==> src/rtl/cdc_ps2pl_bank_if.sv <==
// -----------------------------------------------------------------------------
// cdc_ps2pl_bank_if
// Bundles the PS-side configuration bank and the committed PL-side bank of
// cdc_ps2pl_bank into one interface.
//   i_data        PS words, flattened, word k = [k*DATA_W +: DATA_W] (async)
//   i_update_tog  PS update request, every level change is one request (async)
//   o_data        committed bank, same packing as i_data
//   o_commit      one-cycle pulse in the first cycle new o_data is visible
//   o_busy        high while a request is settling
//   o_commit_cnt  number of commits, wrapping 16-bit counter
// Modports: master = PS register file side, slave = the synchroniser bank.
// -----------------------------------------------------------------------------
`timescale 1ns/1ps
interface cdc_ps2pl_bank_if #(
  parameter int N_CH   = 10,
  parameter int DATA_W = 32
);
  logic [N_CH*DATA_W-1:0] i_data;
  logic                   i_update_tog;
  logic [N_CH*DATA_W-1:0] o_data;
  logic                   o_commit;
  logic                   o_busy;
  logic [15:0]            o_commit_cnt;

  modport master (
    output i_data,
    output i_update_tog,
    input  o_data,
    input  o_commit,
    input  o_busy,
    input  o_commit_cnt
  );

  modport slave (
    input  i_data,
    input  i_update_tog,
    output o_data,
    output o_commit,
    output o_busy,
    output o_commit_cnt
  );
endinterface

==> src/rtl/cdc_ps2pl_bank.sv <==
// -----------------------------------------------------------------------------
// cdc_ps2pl_bank
// Brings N_CH quasi-static PS configuration words into the i_PL_clk domain and
// commits the whole bank atomically. A commit happens only after a level change
// of the PS update toggle, and only once the synchronised data has been stable
// for SETTLE_CYC consecutive cycles. BYPASS = 1 gives the legacy behaviour where
// the outputs follow the synchronised data every cycle.
// Ports:
//   i_PL_clk  PL clock
//   i_rst_n   synchronous active-low reset
//   bus       cdc_ps2pl_bank_if.slave (i_data, i_update_tog in;
//             o_data, o_commit, o_busy, o_commit_cnt out)
// Parameters: N_CH, DATA_W, SYNC_STAGES (2..4), SETTLE_CYC (>= 1), BYPASS.
// -----------------------------------------------------------------------------
`timescale 1ns/1ps
module cdc_ps2pl_bank #(
  parameter int N_CH        = 10,
  parameter int DATA_W      = 32,
  parameter int SYNC_STAGES = 2,
  parameter int SETTLE_CYC  = 4,
  parameter int BYPASS      = 0
) (
  input  logic             i_PL_clk,
  input  logic             i_rst_n,
  cdc_ps2pl_bank_if.slave  bus
);

  localparam int BANK_W = N_CH * DATA_W;
  localparam int CNT_W  = $clog2(SETTLE_CYC + 1);
  localparam int ARM_W  = 3;
  localparam logic [CNT_W-1:0] CNT_LAST = CNT_W'(SETTLE_CYC - 1);
  // Edge detection opens SYNC_STAGES+1 cycles after reset release, i.e. once a
  // toggle level present during reset has fully propagated into tog_dly_q.
  localparam logic [ARM_W-1:0] ARM_DONE = ARM_W'(SYNC_STAGES + 1);

  typedef enum logic [0:0] {
    IDLE   = 1'b0,
    SETTLE = 1'b1
  } state_t;

  // Synchroniser chains
  logic [BANK_W-1:0]      data_pipe_q [SYNC_STAGES];
  logic [BANK_W-1:0]      data_pipe_d [SYNC_STAGES];
  logic [SYNC_STAGES-1:0] tog_pipe_q, tog_pipe_d;
  logic [BANK_W-1:0]      data_dly_q, data_dly_d;
  logic                   tog_dly_q, tog_dly_d;

  // Control and output state
  state_t                 state_q, state_d;
  logic [CNT_W-1:0]       cnt_q, cnt_d;
  logic [ARM_W-1:0]       arm_cnt_q, arm_cnt_d;
  logic [BANK_W-1:0]      o_data_q, o_data_d;
  logic                   commit_q, commit_d;
  logic                   busy_q, busy_d;
  logic [15:0]            commit_cnt_q, commit_cnt_d;

  logic [BANK_W-1:0]      data_sync;
  logic                   tog_sync;
  logic                   armed;
  logic                   tog_edge;

  assign data_sync = data_pipe_q[SYNC_STAGES-1];
  assign tog_sync  = tog_pipe_q[SYNC_STAGES-1];
  assign armed     = (arm_cnt_q == ARM_DONE);
  assign tog_edge  = armed & (tog_sync ^ tog_dly_q);

  // Next values of the synchroniser chains and their one-cycle delayed copies
  always_comb begin
    data_pipe_d[0] = bus.i_data;
    for (int i = 1; i < SYNC_STAGES; i++) begin
      data_pipe_d[i] = data_pipe_q[i-1];
    end
    tog_pipe_d = {tog_pipe_q[SYNC_STAGES-2:0], bus.i_update_tog};
    data_dly_d = data_sync;
    tog_dly_d  = tog_sync;
  end

  // Arming counter, settle FSM and commit of the output bank
  always_comb begin
    state_d      = state_q;
    cnt_d        = cnt_q;
    o_data_d     = o_data_q;
    commit_d     = 1'b0;
    commit_cnt_d = commit_cnt_q;

    if (armed) begin
      arm_cnt_d = arm_cnt_q;
    end else begin
      arm_cnt_d = arm_cnt_q + 3'd1;
    end

    if (BYPASS != 0) begin
      state_d      = IDLE;
      cnt_d        = '0;
      o_data_d     = data_sync;
      commit_cnt_d = 16'h0000;
    end else begin
      case (state_q)
        IDLE: begin
          if (tog_edge) begin
            state_d = SETTLE;
            cnt_d   = '0;
          end else begin
            state_d = IDLE;
          end
        end
        SETTLE: begin
          // A new request and data movement both restart the window; a request
          // arriving together with the commit decision therefore wins.
          if (tog_edge) begin
            cnt_d = '0;
          end else if (data_sync != data_dly_q) begin
            cnt_d = '0;
          end else if (cnt_q == CNT_LAST) begin
            state_d      = IDLE;
            cnt_d        = '0;
            o_data_d     = data_sync;
            commit_d     = 1'b1;
            commit_cnt_d = commit_cnt_q + 16'd1;
          end else begin
            cnt_d = cnt_q + CNT_W'(1);
          end
        end
        default: begin
          state_d = IDLE;
          cnt_d   = '0;
        end
      endcase
    end

    // Registered from the next state so o_busy lines up exactly with state_q.
    busy_d = (state_d == SETTLE);
  end

  // State registers with synchronous active-low reset
  always_ff @(posedge i_PL_clk) begin
    if (!i_rst_n) begin
      for (int i = 0; i < SYNC_STAGES; i++) begin
        data_pipe_q[i] <= '0;
      end
      tog_pipe_q   <= '0;
      data_dly_q   <= '0;
      tog_dly_q    <= 1'b0;
      state_q      <= IDLE;
      cnt_q        <= '0;
      arm_cnt_q    <= '0;
      o_data_q     <= '0;
      commit_q     <= 1'b0;
      busy_q       <= 1'b0;
      commit_cnt_q <= 16'h0000;
    end else begin
      for (int i = 0; i < SYNC_STAGES; i++) begin
        data_pipe_q[i] <= data_pipe_d[i];
      end
      tog_pipe_q   <= tog_pipe_d;
      data_dly_q   <= data_dly_d;
      tog_dly_q    <= tog_dly_d;
      state_q      <= state_d;
      cnt_q        <= cnt_d;
      arm_cnt_q    <= arm_cnt_d;
      o_data_q     <= o_data_d;
      commit_q     <= commit_d;
      busy_q       <= busy_d;
      commit_cnt_q <= commit_cnt_d;
    end
  end

  assign bus.o_data       = o_data_q;
  assign bus.o_commit     = commit_q;
  assign bus.o_busy       = busy_q;
  assign bus.o_commit_cnt = commit_cnt_q;

endmodule
==> src/flat_wrapper.sv <==
// flat-port wrapper written by rule: the top's interface ports become plain ports
module cdc_ps2pl_bank_flat 
#(
  parameter int N_CH        = 10,
  parameter int DATA_W      = 32,
  parameter int SYNC_STAGES = 2,
  parameter int SETTLE_CYC  = 4,
  parameter int BYPASS      = 0
)
  (i_PL_clk, i_rst_n, bus_i_data, bus_i_update_tog, bus_o_data, bus_o_commit, bus_o_busy, bus_o_commit_cnt);
  cdc_ps2pl_bank_if #(.N_CH(N_CH), .DATA_W(DATA_W)) bus_i ();
  input  logic i_PL_clk;
  input  logic i_rst_n;
  input wire logic [$bits(bus_i.i_data)-1:0] bus_i_data;
  input wire logic [$bits(bus_i.i_update_tog)-1:0] bus_i_update_tog;
  output wire logic [$bits(bus_i.o_data)-1:0] bus_o_data;
  output wire logic [$bits(bus_i.o_commit)-1:0] bus_o_commit;
  output wire logic [$bits(bus_i.o_busy)-1:0] bus_o_busy;
  output wire logic [$bits(bus_i.o_commit_cnt)-1:0] bus_o_commit_cnt;
  assign bus_i.i_data = bus_i_data;
  assign bus_i.i_update_tog = bus_i_update_tog;
  assign bus_o_data = bus_i.o_data;
  assign bus_o_commit = bus_i.o_commit;
  assign bus_o_busy = bus_i.o_busy;
  assign bus_o_commit_cnt = bus_i.o_commit_cnt;
  cdc_ps2pl_bank #(.N_CH(N_CH), .DATA_W(DATA_W), .SYNC_STAGES(SYNC_STAGES), .SETTLE_CYC(SETTLE_CYC), .BYPASS(BYPASS)) u_core (.i_PL_clk(i_PL_clk), .i_rst_n(i_rst_n), .bus(bus_i));
endmodule
==> config.mk <==
export PLATFORM = sky130hd
export DESIGN_NAME = cdc_ps2pl_bank_flat
export DESIGN_NICKNAME = d
export VERILOG_FILES = /design/src/rtl/cdc_ps2pl_bank_if.sv /design/src/rtl/cdc_ps2pl_bank.sv /design/src/flat_wrapper.sv
export SDC_FILE = /design/constraint.sdc
export NUM_CORES = 2
export LEC_CHECK = 0
export BUFFER_PORTS_ARGS = -buffer_cell sky130_fd_sc_hd__buf_2
export CAP_MARGIN = 20
export CORE_ASPECT_RATIO = 1.25
export CORE_MARGIN = 2
export CORE_UTILIZATION = 55
export CTS_CLUSTER_SIZE = 10
export DETAILED_ROUTE_END_ITERATION = 16
export GPL_ROUTABILITY_DRIVEN = 0
export PLACE_DENSITY = 0.78
export SLEW_MARGIN = 20
export SYNTH_ARGS = -nofsm -noshare
export SYNTH_HDL_FRONTEND = slang
export SYNTH_SLANG_ARGS = --single-unit
export TNS_END_PERCENT = 30
==> constraint.sdc <==
create_clock -name i_PL_clk -period 4.05 [get_ports i_PL_clk]
set_clock_uncertainty 0.15 [all_clocks]
set_input_delay 1.0125 -clock i_PL_clk [delete_from_list [all_inputs] [get_ports i_PL_clk]]
set_output_delay 1.0125 -clock i_PL_clk [all_outputs]
set_load 0.01 [all_outputs]
======== Word level (Yosys, flattened, before mapping) ========
Memory sizes are Yosys's and may differ from the RTL's.
Cells that the tools add are included.
W data, S select, Z words.
operators by class
  $add $sub $neg .......................... 3
  $mul .................................... 0
  div/mod/pow operators ................... 0
  magnitude comparators ................... 0
  eq/ne operators ......................... 4
  shift operators ......................... 0
  muxes and demuxes ....................... 15
  bitwise logic cells ..................... 8
  reductions and logical operators ........ 2
operators by type and width
  cell                     count
  $mux W320                2
  $ne A320 B320 Y1         1
  $add A16 B1 Y16 const B  1
  $mux W3                  4
  $mux W1                  7
  $add A3 B1 Y3 const B    2
  $eq A3 B2 Y1 const B     2
  $pmux W3 S2              1
  $not A1 Y1               4
  $reduce_and A4 Y1        1
  $reduce_or A4 Y1         1
  $ne A2 B1 Y1 const B     1
  $or A1 B1 Y1             2
  $pmux W1 S2              1
  $and A1 B1 Y1            1
  $xor A1 B1 Y1            1
storage, ports and cells
  register bits ........................... 667
  bits in latches ......................... 0
  RAM bits ................................ 640
  ROM bits ................................ 0
  output and inout port bits .............. 338
  logic and storage cells ................. 42
  memories ................................ 1
memory list
  memory              words  width  rd ports  clocked after memory_dff  wr ports  line                  RTL
  u_core.data_pipe_q  2      320    2         0                         2         cdc_ps2pl_bank.sv:42  logic [BANK_W-1:0] data_pipe_q [SYNC_STAGES];

======== Longest topological paths before layout ========
  depth in word-level cells ............... 5
  mapped depth ............................ 11
  depth with buffers taken out ............ 8

======== Worst setup path after synthesis ========
No wires, ideal clock.
  kind .................................... register -> register
  start point ............................. reg u_core.arm_cnt_q[0]
  end point ............................... reg u_core.commit_cnt_q[10] (netlist: u_core.bus.o_commit_cnt[10])
  setup time .............................. 0.070 ns
  data arrival time ....................... 2.523 ns
  data required time ...................... 3.830 ns
  setup slack ............................. 1.306 ns
  cell stages (with the launch flop) ...... 11
  path buffers ............................ 2
  period minus slack after synthesis ...... 2.744 ns
  cell sequence ........................... dfxtp_1 ha_1 ha_1 a211oi_1 nand4_1 nor4_2 nand4_2 buf_6 buf_6 or4_1 a21oi_1
between the ends
  cells in the longest elaborated chain, start to end .. 4
ends and longest elaborated chain
  element                      line                   RTL
  from (decl)                  cdc_ps2pl_bank.sv:51   logic [ARM_W-1:0] arm_cnt_q, arm_cnt_d;
  from (signal assigned)       cdc_ps2pl_bank.sv:160  arm_cnt_q <= arm_cnt_d;
  $eq A3 B2 Y1                 cdc_ps2pl_bank.sv:64   assign armed = (arm_cnt_q == ARM_DONE);
  $and A1 B1 Y1                cdc_ps2pl_bank.sv:65   assign tog_edge = armed & (tog_sync ^ tog_dly_q);
  $not A1 Y1 (no line)         -
  $reduce_and A4 Y1 (no line)  -
  to (signal assigned)         cdc_ps2pl_bank.sv:164  commit_cnt_q <= commit_cnt_d;
  to (decl)                    cdc_ps2pl_bank.sv:55   logic [15:0] commit_cnt_q, commit_cnt_d;
Every way passes these cells.
A chain may end at the register's enable or synchronous reset.

==> metrics.md <==
| Metric | Value |
|---|---|
| First DRT Iteration DRCs | `2765` |
| EDFF count, synth | `0` |
| Arrival time worst endpoint | `4.07 ns` |
| Root buffer cell | `clkbuf_16` |
| Synth Register Bits | `1307` |
| Final Core Density | `66.8%` |
| Worst rel slew slack | `35.1%` |
| Initial Utilization | `55.6%` |
| Core Area | `0.0761 mm2` |
| PwrDens | `516 mW/mm2` |
| Synthesis-to-finish area growth | `20.2%` |
| Maxcap violations | `0` |
| Nets | `5007` |
| Largest net degree at the start of global routing | `249` |
| Die Ht | `314 um` |
| Critical R2R Capture | `u_core.bus.o_data[95]` |
| Slew @ Worst Pin | `0.973 ns` |
| Tcrit/Tclk final | `89.7%` |
| Cells after Synth | `4058` |
| DR vias | `31200` |
| Hold crit path type | `reg -> reg` |
| Synth Cell Area | `0.0423 mm2` |
| CTS Buf Count | `149` |
| Avg Cell Area, Syn | `10.4 um2` |
| TritonCTS clock tree | `done` |
| DRC viols | `0` |
| Avg WL per Cell | `23.9 um` |
| Worst setup SP type | `register` |
| Yosys warns | `0` |
| Outcome | `completed` |
| Total GRT Usage | `33.6%` |
| Antenna Nets Post-Route | `0` |
| Slew Viols, Final | `0` |
| Sequential fraction of the synthesis area | `61.8%` |
| R2R cell count | `9` |
| GR Overflow Total | `0` |
| Vias per cell | `5.48` |
| Clk sinks | `1307` |
| Postcts setup bufs | `0` |
| Final non-filler cell total | `5685` |
| Total power | `26.2 mW` |
| Drt pass-1 iters | `6` |
| Initial antenna violation count | `19` |
| Die ar. | `0.0792 mm2` |
| Ports | `661` |
| Min-delay src | `u_core.data_pipe_q[0][126]` |
| Critical path class | `reg -> reg` |
| R2R Path Start | `u_core.data_pipe_q[0][436]` |
| Placed instance count | `5506` |
| Unrepaired setup endpoints after global routing | `false` |
| Net count after synthesis | `4385` |
| Max H-tree Level | `4` |
| Clock-pin slew on the worst setup and hold paths | `0.05 ns` |
| Fmax | `275 MHz` |
| Final Setup Violations | `0` |
| Worst EP required | `4.48 ns` |
| Dpl hpwl | `97300 um` |
| Resized cells post-CTS | `0` |
| Reg-to-reg slack, setup | `0.42 ns` |
| Final Routed Wirelength | `136000 um` |
| Main synth FF type | `dfxtp_1` |
| Ys async rst share | `0%` |
| PortBufs | `660` |
| Critical path fanouts, max | `106` |
| Setup TNS | `0 ns` |
| Post-synth cell types | `35` |
| Worst skew pair latency | `0.72 ns` |
| Final min period | `3.63 ns` |
| CTS Hold Bufs | `0` |
| First-pass GRT wire length | `195000 um` |
| Chip Width | `252 um` |
| Vias in the first global route | `30300` |
| Site row count | `113` |
| VDD IR-drop max | `0.398 mV` |
| Share of post-route cells with drive strength above 1 | `20.0%` |
| Leakage | `22.7 nW` |
| Hold Path Depth | `1` |
| Max clock buf depth | `3` |
| Crit. End Element | `register` |
| Hold Path End | `u_core.data_pipe_q[0][446]` |
| Final Hold Fails | `0` |
-- cells by family after synthesis --
logic type                 synth area share, %
and+or+nand+nor                           20.5
DFF                                       61.8
AOI/OAI and AO/OA                         8.10
xor gates and xnor gates                  6.66
buffers and inverters                     2.77
adders and majority gates                0.118
muxes                                   0.0473
-- registers in the layout (all words and copies together), names as in the netlist --
| register | flops |
|---|---|
| u_core.bus.o_data | 320 |
| u_core.tog_pipe_q | 2 |
| u_core.state_q | 1 |
| u_core.bus.o_commit_cnt | 16 |
| u_core.cnt_q | 3 |
| u_core.arm_cnt_q | 3 |
| u_core.data_dly_q | 320 |
| u_core.bus.o_commit | 1 |
| u_core.data_pipe_q | 640 |
| u_core.tog_dly_q | 1 |
-- critical path, stage by stage, from the launching register on --
cell	delay, ns
dfxtp_1	0.54
xor2_1	0.12
nor4_1	0.57
nand4_1	0.33
nor4_2	0.34
buf_4	0.19
nand4_1	0.27
buf_12	0.30
o21ai_0	0.35
a21oi_1	0.11
-- worst max-delay path by stage --
stage / start / to / slack [ns]
2_1_floorplan: u_core.arm_cnt_q[0] / u_core.bus.o_commit_cnt[10] / 1.31
4_1_cts: u_core.data_pipe_q[0][500] / u_core.bus.o_data[222] / 0.43
5_1_grt: u_core.data_pipe_q[0][436] / u_core.bus.o_commit_cnt[12] / 0.32
3_3_place_gp: u_core.data_pipe_q[0][500] / u_core.bus.o_data[222] / 0.47
6_report: u_core.data_pipe_q[0][436] / u_core.bus.o_data[95] / 0.42
3_5_place_dp: u_core.data_pipe_q[0][500] / u_core.bus.o_data[222] / 0.47
-- final cells by class --
cell class,count,area [um2]
repair buffers,765,4410
flip-flops and latches,1307,26200
well taps,977,1220
clock buffers,159,3870
clock inverters,9,126
inverters,5,26.3
diodes,11,27.5
multi-input cells,2452,15000
fillers,5930,25200
-- synth_stat cells (all sizes together), types with 2 or more instances --
cell type / n / area share [%]
xor2: 322 / 6.7
a21oi: 335 / 4.0
clkbuf: 241 / 2.1
nand4: 24 / 0.37
nand2: 11 / 0.098
nor3: 4 / 0.047
o31ai: 12 / 0.21
and3: 3 / 0.044
nor2: 8 / 0.071
inv: 4 / 0.035
o21ai: 323 / 3.8
and4: 3 / 0.062
o41ai: 2 / 0.041
dfxtp: 1307 / 62
mux2i: 2 / 0.047
nor4: 84 / 1.3
and2: 965 / 14
buf: 53 / 0.59
or4: 13 / 0.23
nand3: 330 / 3.9
ha: 4 / 0.12
-- cells in the final DEF (no fill, tap or decap), drive strengths merged, types with 12 or more instances in the layout --
master and n:
xor2 322, and2 965, o31ai 12, nand4 24, nor4 84, buf 765
clkbuf 159, nand3 330, o21ai 323, a21oi 335, or4 13, dfxtp 1307
-- report_power, final --
| group | total, mW | switching [mW] | internal [mW] | leakage [nW] |
|---|---|---|---|---|
| Clock | 11.6 | 4.85 | 6.71 | 1.96 |
| Combinational | 1.11 | 0.612 | 0.496 | 10.0 |
| Sequential | 13.6 | 0.294 | 13.3 | 10.7 |
| Total | 26.2 | 5.75 | 20.5 | 22.7 |
-- per-layer routing --
metal	vias to the layer above	track usage (%)	wire length, um
li1	14600	-	-
met1	14900	41.7	54200
met2	1336	55.3	64800
met3	306	6.69	9530
met4	16	18.2	7420
met5	-	0	101
-- through the flow --
stage                     worst slack, ns  cell area, um2  hold slack (ns)
after floorplan                      1.31           42300            0.262
after global placement              0.469           46800            0.264
after detailed placement            0.467           46800            0.267
after CTS                           0.429           50800            0.270
after global routing                0.315           50800            0.282
final                               0.415           50800            0.271
No activity file was read; power rests on OpenSTA's default activity.
